===== src/rtl/mem_arb_pkg.sv =====
// Shared types and access-type encodings for the data-memory port arbiter.
package mem_arb_pkg;

   typedef enum logic [1:0] {
      IDLE = 2'd0,
      BUSY = 2'd1,
      RESP = 2'd2
   } state_t;

   typedef enum logic {
      OWN_IFU = 1'b0,
      OWN_LSU = 1'b1
   } owner_t;

   // [1:0] size (00 byte, 01 half, 1x word), [2] zero-extend
   localparam logic [2:0] LB  = 3'b000;
   localparam logic [2:0] LH  = 3'b001;
   localparam logic [2:0] LW  = 3'b010;
   localparam logic [2:0] LBU = 3'b100;
   localparam logic [2:0] LHU = 3'b101;

endpackage


===== src/rtl/mem_arb_pick.sv =====
// Fixed-priority LSU/IFU grant selection with a starvation counter that
// forces an IFU grant after STARVE_MAX back-to-back LSU grants.
module mem_arb_pick
   import mem_arb_pkg::*;
#(
   parameter int STARVE_MAX = 4
) (
   input  logic clk,
   input  logic rst,
   input  logic ifu_valid,
   input  logic lsu_valid,
   input  logic idle,
   input  logic ifu_fire,
   input  logic lsu_fire,
   output logic grant_ifu,
   output logic grant_lsu
);

   localparam int CNT_W = $clog2(STARVE_MAX + 1);
   localparam logic [CNT_W-1:0] CNT_MAX = CNT_W'(STARVE_MAX);

   logic [CNT_W-1:0] starve_cnt;

   // NOTE: every output gets a default before the if-chain, so no path leaves
   // a variable unassigned and no latch is inferred.
   always_comb begin
      grant_ifu = 1'b0;
      grant_lsu = 1'b0;
      if (idle) begin
         if (lsu_valid && (starve_cnt < CNT_MAX)) begin
            grant_lsu = 1'b1;
         end else if (ifu_valid) begin
            grant_ifu = 1'b1;
         end else if (lsu_valid) begin
            grant_lsu = 1'b1;
         end
      end
   end

   // NOTE: state is updated with non-blocking assignments so every flop samples
   // pre-edge values regardless of statement or process order.
   always_ff @(posedge clk) begin
      if (rst) begin
         starve_cnt <= '0;
      end else if (ifu_fire) begin
         starve_cnt <= '0;
      end else if (idle && !ifu_valid) begin
         starve_cnt <= '0;
      end else if (lsu_fire && ifu_valid && (starve_cnt != CNT_MAX)) begin
         starve_cnt <= starve_cnt + 1'b1;
      end
   end

endmodule


===== src/rtl/mem_port_arbiter.sv =====
// Single-outstanding arbiter sharing the data memory between IFU and LSU:
// grant in IDLE, drive memory in BUSY for MEM_LAT cycles, respond in RESP.
module mem_port_arbiter
   import mem_arb_pkg::*;
#(
   parameter int ADDR_W     = 32,
   parameter int DATA_W     = 32,
   parameter int MEM_LAT    = 1,
   parameter int STARVE_MAX = 4
) (
   input  logic              clk,
   input  logic              rst,
   input  logic              ifu_req_valid,
   output logic              ifu_req_ready,
   input  logic [ADDR_W-1:0] ifu_req_addr,
   output logic              ifu_resp_valid,
   output logic [DATA_W-1:0] ifu_resp_data,
   input  logic              lsu_req_valid,
   output logic              lsu_req_ready,
   input  logic [ADDR_W-1:0] lsu_req_addr,
   input  logic              lsu_req_wen,
   input  logic [2:0]        lsu_req_type,
   input  logic [DATA_W-1:0] lsu_req_wdata,
   output logic              lsu_resp_valid,
   output logic [DATA_W-1:0] lsu_resp_data,
   output logic [ADDR_W-1:0] mem_addr,
   output logic              mem_wr_en,
   output logic [2:0]        mem_rw_type,
   output logic [DATA_W-1:0] mem_wdata,
   input  logic [DATA_W-1:0] mem_rdata
);

   localparam int LAT_W = (MEM_LAT > 1) ? $clog2(MEM_LAT) : 1;
   localparam logic [LAT_W-1:0] LAT_INIT = LAT_W'(MEM_LAT - 1);

   state_t           state;
   state_t           state_next;
   owner_t           owner;
   logic [LAT_W-1:0] lat_cnt;
   logic             lat_wen;
   logic             wr_first;
   logic             capture;
   logic             idle;
   logic             grant_ifu;
   logic             grant_lsu;
   logic             ifu_fire;
   logic             lsu_fire;

   // Gating with rst keeps readies low while reset is held, even in IDLE.
   assign idle     = (state == IDLE) && !rst;
   assign ifu_fire = ifu_req_valid && ifu_req_ready;
   assign lsu_fire = lsu_req_valid && lsu_req_ready;

   mem_arb_pick #(
      .STARVE_MAX (STARVE_MAX)
   ) u_pick (
      .clk       (clk),
      .rst       (rst),
      .ifu_valid (ifu_req_valid),
      .lsu_valid (lsu_req_valid),
      .idle      (idle),
      .ifu_fire  (ifu_fire),
      .lsu_fire  (lsu_fire),
      .grant_ifu (grant_ifu),
      .grant_lsu (grant_lsu)
   );

   always_ff @(posedge clk) begin
      if (rst) begin
         state <= IDLE;
      end else begin
         state <= state_next;
      end
   end

   always_comb begin
      state_next     = state;
      ifu_req_ready  = 1'b0;
      lsu_req_ready  = 1'b0;
      ifu_resp_valid = 1'b0;
      lsu_resp_valid = 1'b0;
      capture        = 1'b0;
      case (state)
         IDLE: begin
            ifu_req_ready = grant_ifu;
            lsu_req_ready = grant_lsu;
            if (grant_ifu || grant_lsu) begin
               state_next = BUSY;
            end
         end
         BUSY: begin
            if (lat_cnt == '0) begin
               capture    = 1'b1;
               state_next = RESP;
            end
         end
         RESP: begin
            ifu_resp_valid = !rst && (owner == OWN_IFU);
            lsu_resp_valid = !rst && (owner == OWN_LSU);
            state_next     = IDLE;
         end
         default: state_next = IDLE;
      endcase
   end

   // A store whose first BUSY cycle coincides with rst must not reach memory.
   assign mem_wr_en = wr_first && !rst;

   // NOTE: the request latch and response registers are cleared on reset because
   // they drive outputs directly; there is no storage array here to leave unreset.
   always_ff @(posedge clk) begin
      if (rst) begin
         mem_addr      <= '0;
         mem_rw_type   <= '0;
         mem_wdata     <= '0;
         lat_wen       <= 1'b0;
         wr_first      <= 1'b0;
         owner         <= OWN_IFU;
         lat_cnt       <= '0;
         ifu_resp_data <= '0;
         lsu_resp_data <= '0;
      end else begin
         wr_first <= 1'b0;
         if (grant_lsu) begin
            mem_addr    <= lsu_req_addr;
            mem_rw_type <= lsu_req_type;
            mem_wdata   <= lsu_req_wdata;
            lat_wen     <= lsu_req_wen;
            wr_first    <= lsu_req_wen;
            owner       <= OWN_LSU;
            lat_cnt     <= LAT_INIT;
         end else if (grant_ifu) begin
            mem_addr    <= ifu_req_addr;
            mem_rw_type <= LW;
            mem_wdata   <= '0;
            lat_wen     <= 1'b0;
            owner       <= OWN_IFU;
            lat_cnt     <= LAT_INIT;
         end else if ((state == BUSY) && (lat_cnt != '0)) begin
            lat_cnt <= lat_cnt - 1'b1;
         end

         if (capture) begin
            if (owner == OWN_IFU) begin
               ifu_resp_data <= mem_rdata;
            end else begin
               lsu_resp_data <= lat_wen ? '0 : mem_rdata;
            end
         end
      end
   end

endmodule


===== config.mk =====
export PLATFORM = sky130hd
export DESIGN_NAME = mem_port_arbiter
export DESIGN_NICKNAME = d
export VERILOG_FILES = /design/src/rtl/mem_arb_pkg.sv /design/src/rtl/mem_arb_pick.sv /design/src/rtl/mem_port_arbiter.sv
export SDC_FILE = /design/constraint.sdc
export NUM_CORES = 1
export LEC_CHECK = 0
export ABC_CLOCK_PERIOD_IN_PS = 1950
export CAP_MARGIN = 20
export CORE_MARGIN = 4
export CORE_UTILIZATION = 42
export CTS_CLUSTER_SIZE = 40
export DETAILED_ROUTE_END_ITERATION = 7
export GPL_ROUTABILITY_DRIVEN = 0
export PLACE_DENSITY = 0.89
export SLEW_MARGIN = 10
export SYNTH_ARGS = -nofsm -noshare
export SYNTH_HDL_FRONTEND = slang
export SYNTH_SLANG_ARGS = --single-unit

===== constraint.sdc =====
create_clock -name clk -period 1.95 [get_ports clk]
set_input_delay 0.195 -clock clk [delete_from_list [all_inputs] [get_ports clk]]
set_output_delay 0.195 -clock clk [all_outputs]
set_load 0.03 [all_outputs]

==> results of run 1 <==
[cell usage after synthesis, types with 3 or more instances]
cell type / count / area (um^2)
buf_1: 3 / 11.3
o21ai_0: 34 / 170
a311oi_1: 32 / 280
nand2_1: 103 / 387
buf_4: 6 / 45.0
a21oi_1: 135 / 676
nand3b_1: 33 / 248
dfxtp_1: 140 / 2800
clkbuf_1: 40 / 150
o31ai_1: 32 / 240
buf_2: 33 / 165
buf_6: 4 / 45.0
nand4_1: 69 / 432
nor3_1: 3 / 15.0
[cells in the final DEF (no fill, tap or decap), types with 2 or more instances in the layout]
cell / n
ha_1: 2
o31ai_1: 32
nor3_1: 2
buf_12: 11
clkinv_2: 4
clkinv_4: 3
clkdlybuf4s50_1: 266
nand3b_1: 33
dfxtp_1: 139
nand2_1: 103
clkbuf_1: 3
nor2b_1: 2
clkbuf_16: 17
o21ai_0: 34
a21oi_1: 135
nand4_1: 69
buf_4: 22
a311oi_1: 32
nor2_2: 2
inv_1: 2
bufinv_16: 3
[where the power goes]
part	total (mW)	internal, mW	switching [mW]
Combinational	1.78	0.791	0.985
Clock	3.25	2.04	1.21
Sequential	3.13	3.03	0.0967
[kinds of logic (layout without fill, tap and decap cells)]
family                     Yosys count  in the layout  share of synthesized area
adders and majority gates            2              2                    0.00426
DFF                                140            140                      0.477
buffers and inverters               89            335                     0.0728
AOI/OAI and AO/OA                  237            237                      0.239
and+or+nand+nor                    225            225                      0.207
[path summary, 6_finish.rpt]
kind / start / end / slack [ns] / depth (start not counted)
worst max-delay path: state[1] / lsu_req_ready / 0.05 / 4
worst min-delay path: rst / state[0] / 0.07 / 2
worst max register to register: u_pick.starve_cnt[2] / mem_addr[4] / 0.31 / 4
worst min register to register: lsu_resp_data[1] / lsu_resp_data[1] / 0.45 / 2
[cell type report]
type | count | area (um^2)
flip-flops and latches | 140 | 2810
fillers | 1010 | 4040
multi-input cells | 464 | 2720
clock buffers | 21 | 450
inverters | 3 | 11.3
repair buffers | 300 | 3060
well taps | 176 | 220
clock inverters | 11 | 144
[state kept, by name, summed over array words and instances, names as in the netlist]
signal	cells
wr_first	1
ifu_resp_data	32
mem_addr	32
owner	1
state	2
lat_cnt	1
mem_rw_type	3
lat_wen	1
mem_wdata	32
u_pick.starve_cnt	3
lsu_resp_data	32
[routing by layer]
layer | part of all wire | global-route usage | up-vias
met3 | 0.11 | 0.106 | 30
li1 | - | - | 3016
met1 | 0.38 | 0.287 | 3031
met5 | 0 | 0 | -
met2 | 0.49 | 0.419 | 333
met4 | 0.022 | 0.0763 | 0
[timing repair]
item,in CTS,in global routing
pin swaps,1,0
gates resized for setup,5,4
setup endpoints to repair,2,3
==> results.md, run 1 <==
- The run finished with clean final reports.
- The overall via count from detail_route is 6410.
- The first routing iteration left 444 violations.
- The pin count of the biggest net entering global routing is 84.
- The worst hold-check path type is in2reg.
- The required time of the worst setup path is 1.75 ns.
- After clock tree synthesis, the flow added hold-fix buffers numbering 0.
- Once layout is complete, the utilization of the core stands at 0.700.
- The die footprint is 0.0160 mm^2.
- The number of diodes added for antenna fixing is 0.
- The leading register cell type out of synthesis is dfxtp_1.
- The relative max-transition margin is 0.629.
- The highest clock rate is 0.526 GHz.
- In this design, the largest share of critical-path delay is due to simple AND/OR/NAND/NOR gates.
- Setup repair after global routing could not meet its margin everywhere.
- In this run the remaining antenna-violating nets after routing total 0.
- The delay of the slowest cell on the worst path is 0.37 ns.
- In the finished design, the share of the clock period the worst path needs comes to 0.975.
- The first global-routing pass estimated 32200 um of wire.
- For this run, the register share of the synthesized area comes to 0.477.
- The die is 126 um tall.
- The data arrival time of the critical path is 1.71 ns.
- The fraction of final layout cells sized beyond drive strength 1 is 0.0841.
- The worst setup path is launched from a flip-flop.
- The netlist area before placement is 0.00588 mm^2.
- The design draws 8.16 mW.
- Setup violations remaining at the end of the flow were counted as 0.
- The detailed-router iteration count before antenna repair is 4.
- The die span in x is 126 um.
- The final non-filler cell area is 0.00941 mm^2.
- The category of the most critical setup path is reg2out.
- Together, buffers and inverters on the worst path number 2.
- For this design the top-level I/O count stands at 272.
- The netlist uses 35 different library cells.
- The cell with the largest stage delay on the worst path is dfxtp_1.
- The finished layout holds 1115 standard cells, fillers aside.
- The cell area after placement is 0.00878 mm^2.
- The total global-route track usage is 0.249.
- In this run the deepest clock path goes through 2 buffers.
- The final critical-path setup slack is 0.0491 ns.
- Clock latency on the worst-skew pair, taken at its later pin, is 0.42 ns.
- The number of H-tree branching levels is 4.
- The floorplan row count is 42.
- Dividing total power by cell area gives a power density of 867 mW/mm^2.
- The transition at the pin with the smallest max-transition slack is 0.556 ns.
- From synthesis to final layout, the design area changed by 60.1%.
- The number of hold violations in the final report was 0.
- The placeable core area is 0.0135 mm^2.
- The routed design could run at a clock period as short as 1.90 ns.
- Counting every net in the synthesized netlist gives 831.
- The signal on the critical path passes through or2_4, buf_4, nor3_4, buf_6.
- The number of remaining DRC errors is 0.
- The worst clock skew is 0.00689 ns.
- The max-slew violation total from the final report was 0.
- The post-placement worst setup slack is 0.0491 ns.
- The post-placement cell count is 1083.
- The number of enable flip-flop cells after synthesis is 0.
- After detailed routing, the average wire length per cell comes to 18.4 um.
- The cell chosen for the clock root is clkbuf_16.
- The largest driver fanout on the critical path is 9.
- In the final timing run, aggregate negative setup slack is 0 ns.
- The number of global-route vias before repair is 6185.
- The tightest hold path in the finished design has a slack of 0.0668 ns.
- The number of port buffers is 271.
- After clock tree synthesis, the clock-pin slew on the worst setup and hold paths is 0.06 ns.
- Dividing the detail-routed via count by the number of cells gives 5.75.
- The CTS buffer count is 17.
- The number of antenna violations at the first check in global routing is 0.
- For this design the static power due to leakage is 3.19 nW.
- After legalization and detailed placement, the total HPWL measured 13800 um.
- The share of flip-flops with an asynchronous set or reset after synthesis is 0.
- The number of sinks on the clock net is 140.
- TritonCTS built the clock tree.
- Global routing finished with a remaining overflow of 0.
- The initial utilization of the core area, before any placement, comes to 0.437.
- STA classifies the critical path endpoint as a primary output.
- The number of warning messages in the yosys log is 0.
- The count of max-cap constraint violations is 0.
- After synthesis, the mean cell area works out to 8.48 um^2.
- After technology mapping, the gate count stands at 693.
- The total length of routed wires is 20500 um.
- The net count of the finished layout is 1064.
- The post-CTS setup repair buffer count is 0.
- The number of flip-flops and latches in the synthesized netlist is 140.
- The maximum resistive drop on vdd is 0.923 mV.
No activity file was read; power rests on OpenSTA's default activity.
==> inputs of run 2 (changes only) <==
--- a/config.mk
+++ b/config.mk
@@ -13,7 +13,7 @@
 export DETAILED_ROUTE_END_ITERATION = 7
 export GPL_ROUTABILITY_DRIVEN = 0
 export PLACE_DENSITY = 0.89
-export SLEW_MARGIN = 10
+export SLEW_MARGIN = 15
 export SYNTH_ARGS = -nofsm -noshare
 export SYNTH_HDL_FRONTEND = slang
 export SYNTH_SLANG_ARGS = --single-unit
==> results of run 2 <==
No change in the layout: final DEF, timing and power equal those of run 1.
==> inputs of run 3 (changes only) <==
--- a/config.mk
+++ b/config.mk
@@ -9,9 +9,9 @@
 export CAP_MARGIN = 20
 export CORE_MARGIN = 4
 export CORE_UTILIZATION = 42
+export CTS_CLUSTER_DIAMETER = 50
 export CTS_CLUSTER_SIZE = 40
 export DETAILED_ROUTE_END_ITERATION = 7
-export GPL_ROUTABILITY_DRIVEN = 0
 export PLACE_DENSITY = 0.89
 export SLEW_MARGIN = 15
 export SYNTH_ARGS = -nofsm -noshare
==> results of run 3 <==
No change in the layout: final DEF, timing and power equal those of run 1.
